File: config.mk
export PLATFORM = sky130hd
export DESIGN_NAME = mem_port_arbiter
export DESIGN_NICKNAME = d
export VERILOG_FILES = /design/src/rtl/mem_port_arbiter_pkg.sv /design/src/rtl/mem_port_arbiter_pick.sv /design/src/rtl/mem_port_arbiter.sv
export SDC_FILE = /design/constraint.sdc
export NUM_CORES = 1
export LEC_CHECK = 0
export CAP_MARGIN = 25
export CORE_UTILIZATION = 35
export CTS_CLUSTER_SIZE = 30
export DETAILED_ROUTE_END_ITERATION = 8
export DONT_BUFFER_PORTS = 1
export SYNTH_ARGS = -nofsm -noshare
export SYNTH_HDL_FRONTEND = slang
export SYNTH_SLANG_ARGS = --single-unit
File: constraint.sdc
create_clock -name clk -period 4.4 [get_ports clk]
set_clock_uncertainty 0.2 [all_clocks]
set_input_delay 0.88 -clock clk [delete_from_list [all_inputs] [get_ports clk]]
set_output_delay 0.88 -clock clk [all_outputs]
set_load 0.02 [all_outputs]
File: src/rtl/mem_port_arbiter_pkg.sv
// Shared constants for the two-port SRAM arbiter: FSM state codes, port
// indices and default bus widths.
package mem_port_arbiter_pkg;

  localparam int WORD_SIZE_DEF = 8;
  localparam int ADDR_SIZE_DEF = 8;

  typedef logic [1:0] state_t;

  localparam state_t S_IDLE = 2'd0;
  localparam state_t S_XFER = 2'd1;
  localparam state_t S_DONE = 2'd2;

  localparam logic P_CPU  = 1'b0;
  localparam logic P_HOST = 1'b1;

  function automatic int burst_width(input int max_burst);
    return $clog2(max_burst + 1);
  endfunction

endpackage

File: src/rtl/mem_port_arbiter_pick.sv
// Combinational winner selection between the two requesters, honouring the
// burst cap in round-robin mode or fixed priority to port 0.
module arb_pick2
  import mem_port_arbiter_pkg::*;
#(
  parameter int MAX_BURST = 4,
  parameter bit RR_EN     = 1'b1,
  parameter int BW        = 3
) (
  input  logic          req0,
  input  logic          req1,
  input  logic          owner,
  input  logic [BW-1:0] burst_cnt,
  output logic          any,
  output logic          winner
);

  localparam logic [BW-1:0] CAP = BW'(MAX_BURST);

  logic keep;

  // burst_cnt == 0 means nobody has been served yet, so the tie goes to the
  // port opposite the reset owner (port 0).
  always_comb begin
    keep   = (burst_cnt != '0) && (burst_cnt < CAP);
    any    = req0 | req1;
    winner = P_CPU;
    if (req0 && req1) begin
      if (RR_EN) winner = keep ? owner : ~owner;
      else       winner = P_CPU;
    end else if (req1) begin
      winner = P_HOST;
    end
  end

endmodule

File: src/rtl/mem_port_arbiter.sv
// Shares one single-port SRAM between a CPU port and a host/DMA port; each
// access is a single byte with req/ack handshake, IDLE -> XFER -> DONE.
module mem_port_arbiter
  import mem_port_arbiter_pkg::*;
#(
  parameter int WORD_SIZE = WORD_SIZE_DEF,
  parameter int ADDR_SIZE = ADDR_SIZE_DEF,
  parameter int MAX_BURST = 4,
  parameter bit RR_EN     = 1'b1
) (
  input  logic                 clk,
  input  logic                 rst,
  input  logic                 req0,
  input  logic                 we0,
  input  logic [ADDR_SIZE-1:0] addr0,
  input  logic [WORD_SIZE-1:0] wdata0,
  output logic                 gnt0,
  output logic                 ack0,
  output logic [WORD_SIZE-1:0] rdata0,
  input  logic                 req1,
  input  logic                 we1,
  input  logic [ADDR_SIZE-1:0] addr1,
  input  logic [WORD_SIZE-1:0] wdata1,
  output logic                 gnt1,
  output logic                 ack1,
  output logic [WORD_SIZE-1:0] rdata1,
  output logic [ADDR_SIZE-1:0] mem_addr,
  output logic [WORD_SIZE-1:0] mem_wdata,
  output logic                 mem_write,
  input  logic [WORD_SIZE-1:0] mem_rdata,
  output logic [1:0]           state
);

  // Handshake: a requester raises req with we/addr/wdata and holds them until
  // it sees ack (one cycle); it may change them only on the edge ending ack.

  localparam int            BW  = burst_width(MAX_BURST);
  localparam logic [BW-1:0] CAP = BW'(MAX_BURST);

  logic          owner;
  logic [BW-1:0] burst_cnt;
  logic          any;
  logic          winner;

  arb_pick2 #(
    .MAX_BURST(MAX_BURST),
    .RR_EN    (RR_EN),
    .BW       (BW)
  ) u_pick (
    .req0     (req0),
    .req1     (req1),
    .owner    (owner),
    .burst_cnt(burst_cnt),
    .any      (any),
    .winner   (winner)
  );

  always_ff @(posedge clk or negedge rst) begin
    if (!rst) begin
      state     <= S_IDLE;
      owner     <= P_HOST;
      burst_cnt <= '0;
      mem_addr  <= '0;
      mem_wdata <= '0;
      mem_write <= 1'b0;
      gnt0      <= 1'b0;
      gnt1      <= 1'b0;
      ack0      <= 1'b0;
      ack1      <= 1'b0;
      rdata0    <= '0;
      rdata1    <= '0;
    end else begin
      case (state)
        S_IDLE: begin
          if (any) begin
            if (winner == P_HOST) begin
              mem_addr  <= addr1;
              mem_wdata <= wdata1;
              mem_write <= we1;
              gnt1      <= 1'b1;
            end else begin
              mem_addr  <= addr0;
              mem_wdata <= wdata0;
              mem_write <= we0;
              gnt0      <= 1'b1;
            end
            if (winner == owner)
              burst_cnt <= (burst_cnt >= CAP) ? CAP : burst_cnt + 1'b1;
            else
              burst_cnt <= BW'(1);
            owner <= winner;
            state <= S_XFER;
          end
        end
        S_XFER: begin
          // The SRAM commits a write on this same edge; reads capture here.
          if (!mem_write) begin
            if (owner == P_HOST) rdata1 <= mem_rdata;
            else                 rdata0 <= mem_rdata;
          end
          mem_write <= 1'b0;
          if (owner == P_HOST) ack1 <= 1'b1;
          else                 ack0 <= 1'b1;
          state <= S_DONE;
        end
        S_DONE: begin
          ack0  <= 1'b0;
          ack1  <= 1'b0;
          gnt0  <= 1'b0;
          gnt1  <= 1'b0;
          state <= S_IDLE;
        end
        default: begin
          ack0      <= 1'b0;
          ack1      <= 1'b0;
          gnt0      <= 1'b0;
          gnt1      <= 1'b0;
          mem_write <= 1'b0;
          state     <= S_IDLE;
        end
      endcase
    end
  end

endmodule

==> results.json, run 1 <==
{
  "outcome": "finished, final reports clean",
  "power_density_nw_per_um2": 826,
  "vias": 1547,
  "cts.repair.resized": 0,
  "hpwl_um": 3350,
  "via_per_inst": 6.04,
  "clk_latency_ns": 0.29,
  "final_antenna_net_count": 0,
  "regToRegStartpoint": "burst_cnt[0]",
  "final_common_cell": "dfrtp_1",
  "crit_arrival_ns": 2.22,
  "worst-setup-path-type": "flop to flop",
  "antennaDiodeCount": 0,
  "yosysWarnings": 0,
  "synth.avg_cell_area_um2": 11.3,
  "clkSinkCount": 43,
  "post_cts_buffers": 0,
  "overflow": 0,
  "cts_made_buffers": 5,
  "clockBufferDepth": 2,
  "fin_util_pct": 37.9,
  "core-area_um2": 5920,
  "final_nets": 228,
  "end_kind": "flop",
  "ys_seq_area_share_pct": 50.4,
  "start_kind": "flop",
  "rsz0062_at_grt": "no",
  "dp_slack_ns": 2.04,
  "synth_cell_types": 39,
  "cts_hold_buf": 0,
  "wl_um": 4980,
  "hold_viol": 0,
  "routedWlPerCell_um": 19.5,
  "grt_usage_pct": 15.7,
  "dieArea_um2": 6430,
  "die_h_um": 80.2,
  "pin_count": 85,
  "drc": 0,
  "power_mw": 1.86,
  "period_share_pct": 50.0,
  "slew_headroom_pct": 40.8,
  "cts_tree": "built",
  "synth_flop_cell": "dfrtp_1",
  "grt_pass1_vias": 1435,
  "drtIter0Drc": 132,
  "grt_max_degree": 44,
  "antenna_found_initial": 0,
  "min-delay-path-class": "input port to async pin",
  "synth_edf_count": 0,
  "synth_seq_cells": 43,
  "ff2ff_path_depth": 5,
  "row_count": 28,
  "finalInstanceArea_um2": 2250,
  "cts_root_buf": "clkbuf_8",
  "dieWidth_um": 80.2,
  "synth_cells": 190,
  "setup_viol": 0,
  "tightest_slew_ns": 0.885,
  "synth_area_um2": 2140,
  "final.setup.worst_slack_ns": 2.20,
  "fin_setup_tns_ns": 0,
  "io_buffers": 0,
  "slew_viol_final": 0,
  "final_cell_mix": "42 x dfrtp_1, 20 x a21oi_1, 18 x o31ai_1",
  "drive_gt1_share_pct": 19.3,
  "firstDrtPassIters": 4,
  "clk_pin_slew_worst_paths_ns": 0.08,
  "peakVddDrop_v": 0.000201,
  "period_needed_ns": 2.20,
  "rr_endpoint": "mem_addr[7]",
  "fmax_mhz": 454,
  "worstSetupStartpoint": "burst_cnt[0]",
  "timing.max_cap.violations": 0,
  "worstPathMaxFanout": 16,
  "worstPathRequired_ns": 4.41,
  "placedInstanceArea_um2": 2130,
  "htreeDepth": 2,
  "async_reset_ff_share_pct": 100,
  "syn2layout_area_growth_pct": 5.03,
  "grt_pass1_wl_um": 7690,
  "leakagePower_nw": 0.883,
  "place_congestion": 0.686,
  "rrSetupSlack_ns": 2.20,
  "syn_nets": 238,
  "initial_core_util_pct": 36.1
}
[worst max path at each step]
stage | to | cells after the start
global placement | burst_cnt[1] | 3
floorplan | mem_addr[0] | 6
finish | mem_addr[7] | 5
global route | mem_wdata[2] | 5
detailed placement | burst_cnt[1] | 3
CTS | mem_addr[7] | 5
[kinds of logic (layout without fill, tap and decap cells)]
kind of cell               Yosys count  after routing  synth area share, %
AOI/OAI and AO/OA                   67             67                 20.5
DFF                                 43             43                 50.4
and+or+nand+nor                     36             36                 12.4
buffers and inverters               25             16                 6.61
muxes                               17             17                 8.89
adders and majority gates            2              2                 1.17
[per-layer routing]
layer / up-vias / routed length (um) / global-route usage [%]
li1: 709 / - / -
met1: 768 / 2000 / 19.9
met2: 64 / 2360 / 23.8
met3: 6 / 553 / 7.16
met4: 0 / 69 / 5.00
met5: - / 0 / 0
[per-stage QoR]
| step | hold slack (ns) | instances |
|---|---|---|
| floorplan | 0.332 | 190 |
| global placement | 0.359 | 248 |
| detailed placement | 0.373 | 248 |
| CTS | 0.0616 | 256 |
| global route | 0.0520 | 256 |
| finish | 0.0683 | 256 |
[critical path, cell delays in order, from the launching register on]
cell and delay (ns):
dfrtp_1 0.39, inv_1 0.06, ha_1 0.30, nor4b_4 0.83
o31ai_1 0.14, a31oi_1 0.19
[area by class of cell]
type | instances | area, um^2
clock inverters | 3 | 43.8
well taps | 75 | 93.8
flip-flops and latches | 43 | 1080
repair buffers | 2 | 15.0
clock buffers | 5 | 68.8
multi-input cells | 122 | 925
fillers | 591 | 3670
inverters | 6 | 22.5
[cell usage after synthesis (2+ instances only)]
master | instances | area share [%]
mux2_2 | 16 | 8.4
a21oi_1 | 20 | 4.7
o31ai_1 | 18 | 6.3
ha_1 | 2 | 1.2
nor2_1 | 6 | 1.1
dfrtp_1 | 42 | 49
buf_6 | 3 | 1.6
clkbuf_1 | 6 | 1.1
o211ai_1 | 2 | 0.70
nor3_1 | 2 | 0.47
nor4_4 | 2 | 2.0
inv_1 | 4 | 0.70
o21a_1 | 2 | 0.70
nand4_1 | 17 | 5.0
a31oi_1 | 17 | 5.0
buf_2 | 8 | 1.9
[power breakdown]
| group | internal (mW) | switching [mW] | leakage, nW | total, mW |
|---|---|---|---|---|
| registers | 0.596 | 0.412 | 0.503 | 1.01 |
| logic | 0.251 | 0.294 | 0.322 | 0.545 |
| clock network | 0.169 | 0.134 | 0.0581 | 0.303 |
[state kept, by name, indices dropped and copies added (netlist names), 2 cells and up]
register and flops:
mem_addr 8, burst_cnt 3, rdata0 8, rdata1 8, state 2, mem_wdata 8
Power figures use the tool's default switching activity.
==> run 2, diff against run 1 <==
==> constraint.sdc (replaced) <==
create_clock -name clk -period 1.9 [get_ports clk]
set_clock_uncertainty 0.2 [all_clocks]
set_input_delay 0.38 -clock clk [delete_from_list [all_inputs] [get_ports clk]]
set_output_delay 0.38 -clock clk [all_outputs]
set_load 0.02 [all_outputs]
==> run 2 against run 1 <==
Against the previous run:
- sequential share of layout area is 3.9 points lower
- flip-flop and latch count stayed put
- non-clock buffer count is 22 higher
- largest power group unchanged
- clock power is 87% higher
- worst hold slack worse by 0.036 ns
- die area stayed put
==> results.json, run 2 (same netlist as run 1, synthesis figures left out) <==
{
  "drtIter0Drc": 129,
  "dieArea_um2": 6430,
  "antennaDiodeCount": 0,
  "start_kind": "flop",
  "firstDrtPassIters": 4,
  "power_mw": 4.51,
  "slew_viol_final": 0,
  "power_density_nw_per_um2": 1850,
  "final_antenna_net_count": 0,
  "hpwl_um": 3610,
  "final_cell_mix": "42 x dfrtp_1, 20 x a21oi_1, 18 x o31ai_1",
  "clk_latency_ns": 0.29,
  "place_congestion": 0.745,
  "finalInstanceArea_um2": 2440,
  "period_share_pct": 99.5,
  "worstPathRequired_ns": 1.87,
  "fillers": 572,
  "cp-endpoint": "mem_wdata[3]",
  "ff2ff_path_depth": 6,
  "final_nets": 250,
  "die_h_um": 80.2,
  "routedWlPerCell_um": 19.1,
  "overflow": 0,
  "fin_util_pct": 41.3,
  "grt_max_degree": 44,
  "grt_usage_pct": 16.4,
  "row_count": 28,
  "crit_arrival_ns": 1.87,
  "clkSinkCount": 43,
  "regToRegStartpoint": "burst_cnt[0]",
  "clk_pin_slew_worst_paths_ns": 0.08,
  "setup_viol": 0,
  "final_common_cell": "dfrtp_1",
  "cts_made_buffers": 5,
  "htreeDepth": 2,
  "hold_viol": 0,
  "via_per_inst": 5.95,
  "antenna_found_initial": 0,
  "pin_count": 85,
  "drive_gt1_share_pct": 27.6,
  "leakagePower_nw": 0.981,
  "placedInstanceArea_um2": 2270,
  "period_needed_ns": 1.89,
  "tightest_slew_ns": 0.393,
  "timing.max_cap.violations": 0,
  "syn2layout_area_growth_pct": 14.2,
  "dieWidth_um": 80.2,
  "worstPathMaxFanout": 6,
  "clockBufferDepth": 2,
  "grt_pass1_wl_um": 8040,
  "slew_headroom_pct": 73.8,
  "worst-setup-path-type": "flop to flop",
  "initial_core_util_pct": 36.1,
  "core-area_um2": 5920,
  "wl_um": 5320,
  "min-delay-path-class": "input port to flop",
  "cts_tree": "built",
  "io_buffers": 0,
  "cts_root_buf": "clkbuf_8",
  "rr_endpoint": "mem_wdata[3]",
  "grt_pass1_vias": 1550,
  "outcome": "finished, final reports clean",
  "drc": 0,
  "vias": 1653,
  "rsz0062_at_grt": "yes",
  "end_kind": "flop",
  "rrSetupSlack_ns": 0.009,
  "worstSetupStartpoint": "burst_cnt[0]",
  "peakVddDrop_v": 0.000485,
  "fmax_mhz": 529,
  "post_cts_buffers": 0
}
[run 2: cell types whose count changed in the layout (fill, tap and decap cells not counted), moves of 2 or more]
| cell | before | now |
|---|---|---|
| buf_4 | 2 | 17 |
| buf_6 | 0 | 2 |
| clkbuf_1 | 0 | 2 |
| dlygate4sd3_1 | 0 | 2 |
[run 2: final cells by class]
type / count / area [um^2] / share of cell area, %
Sequential cell: 43 / 1080 / 44.1
Multi-Input combinational cell: 122 / 937 / 38.4
Timing Repair Buffer: 24 / 230 / 9.43
Tap cell: 75 / 93.8 / 3.84
Clock buffer: 7 / 76.3 / 3.13
Inverter: 6 / 22.5 / 0.922
Clock inverter: 1 / 5.00 / 0.205
[run 2: worst min path at each step]
stage	startpoint	endpoint	slack [ns]	cells after the start
2_1_floorplan	rst	ack0	-0.12	0
3_3_place_gp	rst	mem_addr[7]	-0.11	0
6_report	mem_rdata[6]	rdata1[6]	0.03	1
3_5_place_dp	rst	mem_addr[7]	-0.12	0
5_1_grt	mem_rdata[4]	rdata0[4]	0.02	1
4_1_cts	mem_rdata[6]	rdata1[6]	0.02	1
[run 2: power breakdown]
| group | total (mW) | internal (mW) | switching [mW] |
|---|---|---|---|
| logic | 1.71 | 0.825 | 0.884 |
| registers | 2.23 | 1.38 | 0.853 |
| clock network | 0.566 | 0.258 | 0.308 |
| total | 4.51 | 2.46 | 2.04 |
[run 2: metrics by stage]
step                setup slack [ns]  hold slack (ns)  instances  TNS (ns)
finish                       0.00881           0.0324        278         0
global route                 -0.0349           0.0204        278    -0.324
CTS                           0.0116           0.0243        277         0
detailed placement            0.0387           -0.115        266         0
global placement              0.0520           -0.115        266         0
floorplan                    -0.0511           -0.116        190    -0.439
[run 2: worst max-delay path, stage by stage, from the launching register on]
cell and delay (ns):
dfrtp_1 0.41, inv_2 0.06, ha_4 0.16, or4b_4 0.59, clkbuf_16 0.19, nand4_1 0.08, a31oi_1 0.08
[run 2: timing repair]
| action | 4_1_cts | 5_1_grt |
|---|---|---|
| hold endpoints to repair | 44 | 0 |
| setup endpoints to repair | 0 | 17 |
| hold buffers | 3 | 0 |
| gates resized for setup | 0 | 7 |
[run 2: per-layer routing]
layer	GRT usage, %	vias up	wire length [um]	part of all wire, %
met4	5.54	0	96	1.8
li1	-	755	-	-
met5	0	-	0	0
met2	25.8	71	2590	49
met1	20.7	815	2190	41
met3	6.02	12	439	8.3
